## config.mk

```make
export PLATFORM = sky130hd
export DESIGN_NAME = alu_muldiv
export DESIGN_NICKNAME = d
export VERILOG_FILES = /design/src/rtl/alu_muldiv.sv
export SDC_FILE = /design/constraint.sdc
export NUM_CORES = 1
export LEC_CHECK = 0
export CORE_MARGIN = 2
export CORE_UTILIZATION = 62
export DETAILED_ROUTE_END_ITERATION = 10
export HOLD_SLACK_MARGIN = 0.02
export PLACE_DENSITY = 0.83
export SLEW_MARGIN = 15
export SYNTH_ARGS = -nofsm -noshare
export SYNTH_HDL_FRONTEND = slang
export SYNTH_SLANG_ARGS = --single-unit
```

## constraint.sdc

```tcl
create_clock -name clk -period 12.5 [get_ports clk]
set_clock_uncertainty 0.15 [all_clocks]
set_input_delay 2.5 -clock clk [delete_from_list [all_inputs] [get_ports clk]]
set_output_delay 2.5 -clock clk [all_outputs]
set_load 0.01 [all_outputs]
```

## src/rtl/alu_muldiv.sv

```systemverilog
// EX-stage ALU with registered result plus iterative mult/div and HI/LO.
// Optional: define ALU_OVERFLOW_EN to add the signed-overflow output.
module alu_muldiv #(
    parameter int WIDTH = 32
) (
    input  logic             clk,
    input  logic             reset,
    input  logic             start,
    input  logic [WIDTH-1:0] a,
    input  logic [WIDTH-1:0] b,
    input  logic [1:0]       Alu_op,
    input  logic [5:0]       funct,
    output logic [WIDTH-1:0] result,
    output logic             zero,
    output logic             busy,
    output logic             done,
    output logic [WIDTH-1:0] hi,
    output logic [WIDTH-1:0] lo
`ifdef ALU_OVERFLOW_EN
    ,
    output logic             overflow
`endif
);

    localparam int CW = $clog2(WIDTH) + 1;

    typedef enum logic [1:0] {IDLE, MUL, DIV} state_t;

    state_t           state, state_nxt;
    logic [CW-1:0]    cnt;
    logic [2*WIDTH-1:0] prod;
    logic [WIDTH-1:0] rem, quo, mcand, a_q;
    logic             neg_q, neg_r, dz;

    logic             is_mul, is_div, sgn, last;
    logic [WIDTH-1:0] a_mag, b_mag, alu_res;
    logic [WIDTH-1:0] sum, diff;
    logic             add_ovf, sub_ovf, alu_ovf;
    logic [WIDTH:0]   msum, shifted;
    logic [2*WIDTH-1:0] prod_step, mul_fin;
    logic [WIDTH-1:0] rdiff, rem_step, quo_step;
    logic [WIDTH-1:0] lo_fin, hi_fin;
    logic             ge;

    // Operand decode: mult/div class and magnitudes for the iterative unit
    always_comb begin
        is_mul = Alu_op[1] && (funct[5:1] == 5'b01100);
        is_div = Alu_op[1] && (funct[5:1] == 5'b01101);
        sgn    = ~funct[0];
        a_mag  = (sgn && a[WIDTH-1]) ? -a : a;
        b_mag  = (sgn && b[WIDTH-1]) ? -b : b;
        last   = (cnt == CW'(WIDTH - 1));
    end

    // Single-cycle ALU result and signed-overflow detection
    always_comb begin
        sum     = a + b;
        diff    = a - b;
        add_ovf = (a[WIDTH-1] == b[WIDTH-1]) && (sum[WIDTH-1] != a[WIDTH-1]);
        sub_ovf = (a[WIDTH-1] != b[WIDTH-1]) && (diff[WIDTH-1] != a[WIDTH-1]);
        alu_res = '0;
        alu_ovf = 1'b0;
        unique case (Alu_op)
            2'b00: begin
                alu_res = sum;
                alu_ovf = add_ovf;
            end
            2'b01: begin
                alu_res = diff;
                alu_ovf = sub_ovf;
            end
            default: begin
                unique case (funct)
                    6'b100000: begin
                        alu_res = sum;
                        alu_ovf = add_ovf;
                    end
                    6'b100001: alu_res = sum;
                    6'b100010: begin
                        alu_res = diff;
                        alu_ovf = sub_ovf;
                    end
                    6'b100011: alu_res = diff;
                    6'b100100: alu_res = a & b;
                    6'b100101: alu_res = a | b;
                    6'b100110: alu_res = a ^ b;
                    6'b100111: alu_res = ~(a | b);
                    6'b101010: alu_res = {{(WIDTH-1){1'b0}}, $signed(a) < $signed(b)};
                    6'b101011: alu_res = {{(WIDTH-1){1'b0}}, a < b};
                    6'b010000: alu_res = hi;
                    6'b010010: alu_res = lo;
                    default:   alu_res = '0;
                endcase
            end
        endcase
    end

    // One shift-add and one restoring-divide step, plus sign fix-up
    always_comb begin
        msum      = {1'b0, prod[2*WIDTH-1:WIDTH]} + {1'b0, mcand};
        prod_step = prod[0] ? {msum, prod[WIDTH-1:1]}
                            : {1'b0, prod[2*WIDTH-1:1]};
        mul_fin   = neg_q ? -prod_step : prod_step;
        shifted   = {rem, quo[WIDTH-1]};
        ge        = (shifted >= {1'b0, mcand});
        rdiff     = shifted[WIDTH-1:0] - mcand;
        rem_step  = ge ? rdiff : shifted[WIDTH-1:0];
        quo_step  = {quo[WIDTH-2:0], ge};
        lo_fin    = dz ? '1 : (neg_q ? -quo_step : quo_step);
        hi_fin    = dz ? a_q : (neg_r ? -rem_step : rem_step);
    end

    // State register
    always_ff @(posedge clk or posedge reset) begin
        if (reset) state <= IDLE;
        else       state <= state_nxt;
    end

    // Next-state logic
    always_comb begin
        state_nxt = state;
        unique case (state)
            IDLE: begin
                if (start && is_mul)      state_nxt = MUL;
                else if (start && is_div) state_nxt = DIV;
            end
            MUL, DIV: if (last) state_nxt = IDLE;
            default: state_nxt = IDLE;
        endcase
    end

    // Status output
    always_comb begin
        busy = (state != IDLE);
    end

    // Datapath: operand capture, iteration, result and HI/LO write-back
    always_ff @(posedge clk or posedge reset) begin
        if (reset) begin
            result <= '0;
            zero   <= 1'b1;
            done   <= 1'b0;
            hi     <= '0;
            lo     <= '0;
            cnt    <= '0;
            prod   <= '0;
            rem    <= '0;
            quo    <= '0;
            mcand  <= '0;
            a_q    <= '0;
            neg_q  <= 1'b0;
            neg_r  <= 1'b0;
            dz     <= 1'b0;
`ifdef ALU_OVERFLOW_EN
            overflow <= 1'b0;
`endif
        end else begin
            done <= 1'b0;
            unique case (state)
                IDLE: begin
                    if (start) begin
                        cnt   <= '0;
                        mcand <= b_mag;
                        neg_q <= sgn && (a[WIDTH-1] ^ b[WIDTH-1]);
                        neg_r <= sgn && a[WIDTH-1];
                        dz    <= (b == '0);
                        a_q   <= a;
                        if (is_mul) begin
                            prod <= {{WIDTH{1'b0}}, a_mag};
                        end else if (is_div) begin
                            quo <= a_mag;
                            rem <= '0;
                        end else begin
                            result <= alu_res;
                            zero   <= (alu_res == '0);
                            done   <= 1'b1;
`ifdef ALU_OVERFLOW_EN
                            overflow <= alu_ovf;
`endif
                        end
                    end
                end
                MUL: begin
                    prod <= prod_step;
                    cnt  <= cnt + 1'b1;
                    if (last) begin
                        hi     <= mul_fin[2*WIDTH-1:WIDTH];
                        lo     <= mul_fin[WIDTH-1:0];
                        result <= mul_fin[WIDTH-1:0];
                        zero   <= (mul_fin[WIDTH-1:0] == '0);
                        done   <= 1'b1;
                        cnt    <= '0;
`ifdef ALU_OVERFLOW_EN
                        overflow <= 1'b0;
`endif
                    end
                end
                DIV: begin
                    rem <= rem_step;
                    quo <= quo_step;
                    cnt <= cnt + 1'b1;
                    if (last) begin
                        hi     <= hi_fin;
                        lo     <= lo_fin;
                        result <= lo_fin;
                        zero   <= (lo_fin == '0);
                        done   <= 1'b1;
                        cnt    <= '0;
`ifdef ALU_OVERFLOW_EN
                        overflow <= 1'b0;
`endif
                    end
                end
                default: ;
            endcase
        end
    end

`ifndef ALU_OVERFLOW_EN
    logic unused_ovf;
    assign unused_ovf = alu_ovf;
`endif

endmodule
```

==> metrics.md <==
| Metric | Value |
|---|---|
| Run status | `finished with violations` |
| Failing checks | `design-rule violations` |
| Clock buffer count from CTS | `37` |
| Clock Latency Late Sink | `0.57 ns` |
| Sequential Power Share | `26.3%` |
| Most frequently used flop master after synthesis | `dfrtp_1` |
| Startpoint of the lowest-slack register-to-register path | `mcand[24]` |
| Setup TNS | `0 ns` |
| Cell type group with the largest total delay on the critical path | `simple AND/OR/NAND/NOR gates` |
| Max-slew violation count | `0` |
| Via count of the first global-routing pass | `28,287` |
| Gate Count Post-Synth | `3,770` |
| CTS Hold Bufs | `0` |
| Register-to-register setup slack | `4.96 ns` |
| DR DRC count | `9` |
| Library cell used as clock root buffer | `clkbuf_16` |
| First-pass GRT wire length | `180.3 mm` |
| Total via count in the routed design | `31,712` |
| Start point of the worst min-delay path | `result[13]` |
| Share of the cycle needed by the critical path after routing | `60.33%` |
| Arrival time of data at the critical path endpoint | `7.84 ns` |
| Post-detailed-placement half-perimeter wirelength | `92.84 mm` |
| Critical path data required time | `12.80 ns` |
| Setup violations, final | `0` |
| Share of synthesized registers carrying an async set or reset | `100.0%` |
| Antenna-violating nets left | `0` |
| MaxCap Viol Count | `0` |
| Cell Int Power | `0.003041 W` |
| Starting density of the core | `63.01%` |
| Number of optimization iterations in the first detailed-route pass | `11` |
| Proportion of total power due to net switching | `49.75%` |
| Register bit count reported by yosys | `301` |
| Buf/Inv on CP | `2` |
| Actual transition at the worst max-transition pin | `1.257 ns` |
| Highest-count cells in the layout ignoring fill and taps | `462 x nand2_1, 398 x o21ai_0, 298 x nor2_1, 298 x dfrtp_1, 230 x a21oi_1` |
| Netlist cell types | `102` |
| Buffer count from post-CTS setup fixing | `0` |
| Class of the tightest hold or removal check | `reg2reg` |
| Core Box Area | `45,580 sq um` |
| Sequential-to-total area share from yosys stat | `26.23%` |
| Total Routed Length | `123.3 mm` |
| Synthesized Nets | `4,021` |
| Port Buffer Count | `173` |
| Clock tree from TritonCTS | `done` |
| Total die area | `48,060 sq um` |
| Peak Freq | `0.1326 GHz` |
| Maximum fanout along the worst path | `18` |
| Slew headroom | `15.51%` |
| Antenna violations before repair | `12` |
| CTS clock-pin slew for the worst setup and hold paths | `0.06 ns` |
| Hold Path Cell Cnt | `2` |
| Placer's final routability congestion estimate | `1.085` |
| Minimum period implied by the final worst setup slack | `7.541 ns` |
| Crit-path slowest cell | `nand3_2` |
| Mean routed wirelength per cell | `27.95 um` |
| Fraction of layout cells with a size suffix above 1 | `5.462%` |
| Final total power | `0.006052 W` |
| Final nets | `4,033` |
| Critical path endpoint category | `register` |
| First DRT Iteration DRCs | `5,592` |
| Cell area after synthesis | `28,720 sq um` |
| Syn_area_per_cell | `7.617 sq um` |
| Number of warnings reported in the yosys synthesis log | `0` |
| End of the worst hold path | `result[13]` |
| Cell chain of the critical path | `inv_1 > ha_1 > and2_1 > a221o_1 > a31o_2 > a211oi_2 > nand3_2 > clkinv_1 > ha_1 > nand3_1 > o31ai_1 > xor2_1 > nand2_1 > or4_1 > nor4_1 > nand4_1 > nor4_1 > nand4b_1 > a221o_1 > o41ai_1` |
| GRT Resource Usage Total | `50.17%` |
| Via density per instance | `7.188` |
| Startpoint types | `register` |
| Vert. Die Dim | `219.2 um` |
| IR Drop Worst-Case VDD | `0.0002382 V` |
| Post-CTS Resized | `0` |
| Place WS | `4.641 ns` |
| Power per cell area | `189.3 nW/um^2` |
| Area growth from synthesis to final layout | `11.35%` |
| Boundary Pins | `174` |
| Most common library cell in the layout ignoring fill and taps | `nand2_1` |
| Worst setup path class | `reg2reg` |
| Minimum setup slack in the final design | `4.959 ns` |
| Unrepaired setup endpoints after global routing | `false` |
| Number of cells on the worst reg-to-reg path | `20` |
| Die outline width | `219.2 um` |
| Fillers | `3,707` |
| Delay of the slowest critical-path stage | `0.58 ns` |
| Buffers from clock root to sink, at most | `3` |
| Placement Rows | `78` |
| Final core occ | `70.16%` |
| Fin Hold WS | `0.3320 ns` |
| P_sw | `0.003010 W` |
| Pin count of the biggest net entering global routing | `131` |
| Depth of the CTS H-tree | `2` |
| Relative contribution of combinational cells to total power | `55.0%` |
| Reg2Reg Capture Point | `zero` |
| Total congestion overflow | `0` |
| Leakage | `13.87 nW` |
| Final hold violations | `0` |
| Power share of the clock group | `18.7%` |
| Post-synth EDFFs | `0` |
| Number of clock sinks | `301` |
[layer usage]
| layer | wire length [um] | GRT usage, % | vias to the layer above |
|---|---|---|---|
| li1 | - | - | 13826 |
| met2 | 50810 | 72.53 | 2448 |
| met4 | 11000 | 35.90 | 18 |
| met5 | 151 | 0.8333 | - |
| met1 | 45500 | 65.11 | 14834 |
| met3 | 15870 | 12.65 | 586 |
[power groups by stage]
stage               combinational, W  sequential, W  clock (W)
global route                 0.00355        0.00160    0.00116
global placement             0.00310        0.00157          0
detailed placement           0.00316        0.00158          0
finish                       0.00333        0.00159    0.00113
floorplan                    0.00222        0.00144          0
CTS                          0.00319        0.00157    0.00112
[registers in the layout, summed over array words and instances (netlist names), 2 cells and up]
register  flops
prod         64
a_q          32
hi           32
lo           32
mcand        32
quo          32
rem          32
result       32
cnt           6
state         2
[final cells by class]
cell class                 count  area, sq um  area share, %
multi-input combinational   3036        19650          61.46
sequential                   301         7536          23.57
timing repair buffer         222         2092          6.542
clock buffer                  49         1051          3.287
tap                          600        750.7          2.348
inverter                     184        698.2          2.183
clock inverter                16        183.9         0.5752
antenna                        4        10.01        0.03130
[Yosys cell counts, drive strengths merged, types with 18 or more instances]
cell type    n  area share, %
nor3        69            1.2
ha         172            7.5
a211oi      80            2.1
mux2i       77            2.7
and2        36           0.79
nand2      463            6.1
a31oi       45           0.98
o21ai      406            7.1
o31ai       49            1.3
a221oi      33            1.0
buf         51           0.74
and3        24           0.52
xnor2      160            4.9
o22ai       50            1.1
a22o        21           0.64
xor2        50            1.5
or2         21           0.46
nor4        47            1.2
or4         26           0.68
inv        180            2.4
dfrtp      300             26
nand3       72            1.3
nor2       299            3.9
nor2b       22           0.48
o211ai      52            1.4
a22oi       18           0.49
o21a        35           0.91
clkbuf     198            2.6
a21oi      232            4.0
nand2b      39           0.85
nand4       39           0.87
o41ai       26           0.82
or3         38           0.83
a21o        79            2.1
[worst max-delay path by stage]
stage              to  slack, ns  startpoint  depth (start not counted)
2_1_floorplan  a_q[0]       1.53       reset                          1
3_3_place_gp     zero       4.88        a[1]                         15
5_1_grt          zero       4.68        a[1]                         15
6_report         zero       4.96   mcand[24]                         20
3_5_place_dp     zero       4.64        a[1]                         15
4_1_cts          zero       5.20        a[1]                         15
[metrics by stage]
| step | cells | area, sq um |
|---|---|---|
| detailed placement | 4343 | 30730 |
| finish | 4412 | 31980 |
| global placement | 4343 | 30730 |
| floorplan | 3770 | 28720 |
| global route | 4409 | 31970 |
| CTS | 4408 | 31970 |
[tightest hold or removal path: stages (launching register included)]
cell and delay (ns):
dfrtp_1 0.34, nand2_1 0.04, o21ai_0 0.06
[logic make-up (layout without fill, tap and decap cells)]
group	Yosys count	after routing	share of synthesized area, %
XOR/XNOR	210	210	6.405
flip-flops	301	301	26.23
adder cells (fa/ha/maj)	176	176	7.773
AO/OA/AOI/OAI	1305	1305	29.68
other	0	4	0
multiplexers	91	91	3.233
AND/OR/NAND/NOR	1254	1254	20.94
buffers and inverters	433	471	5.734
No activity file was read; power rests on OpenSTA's default activity.
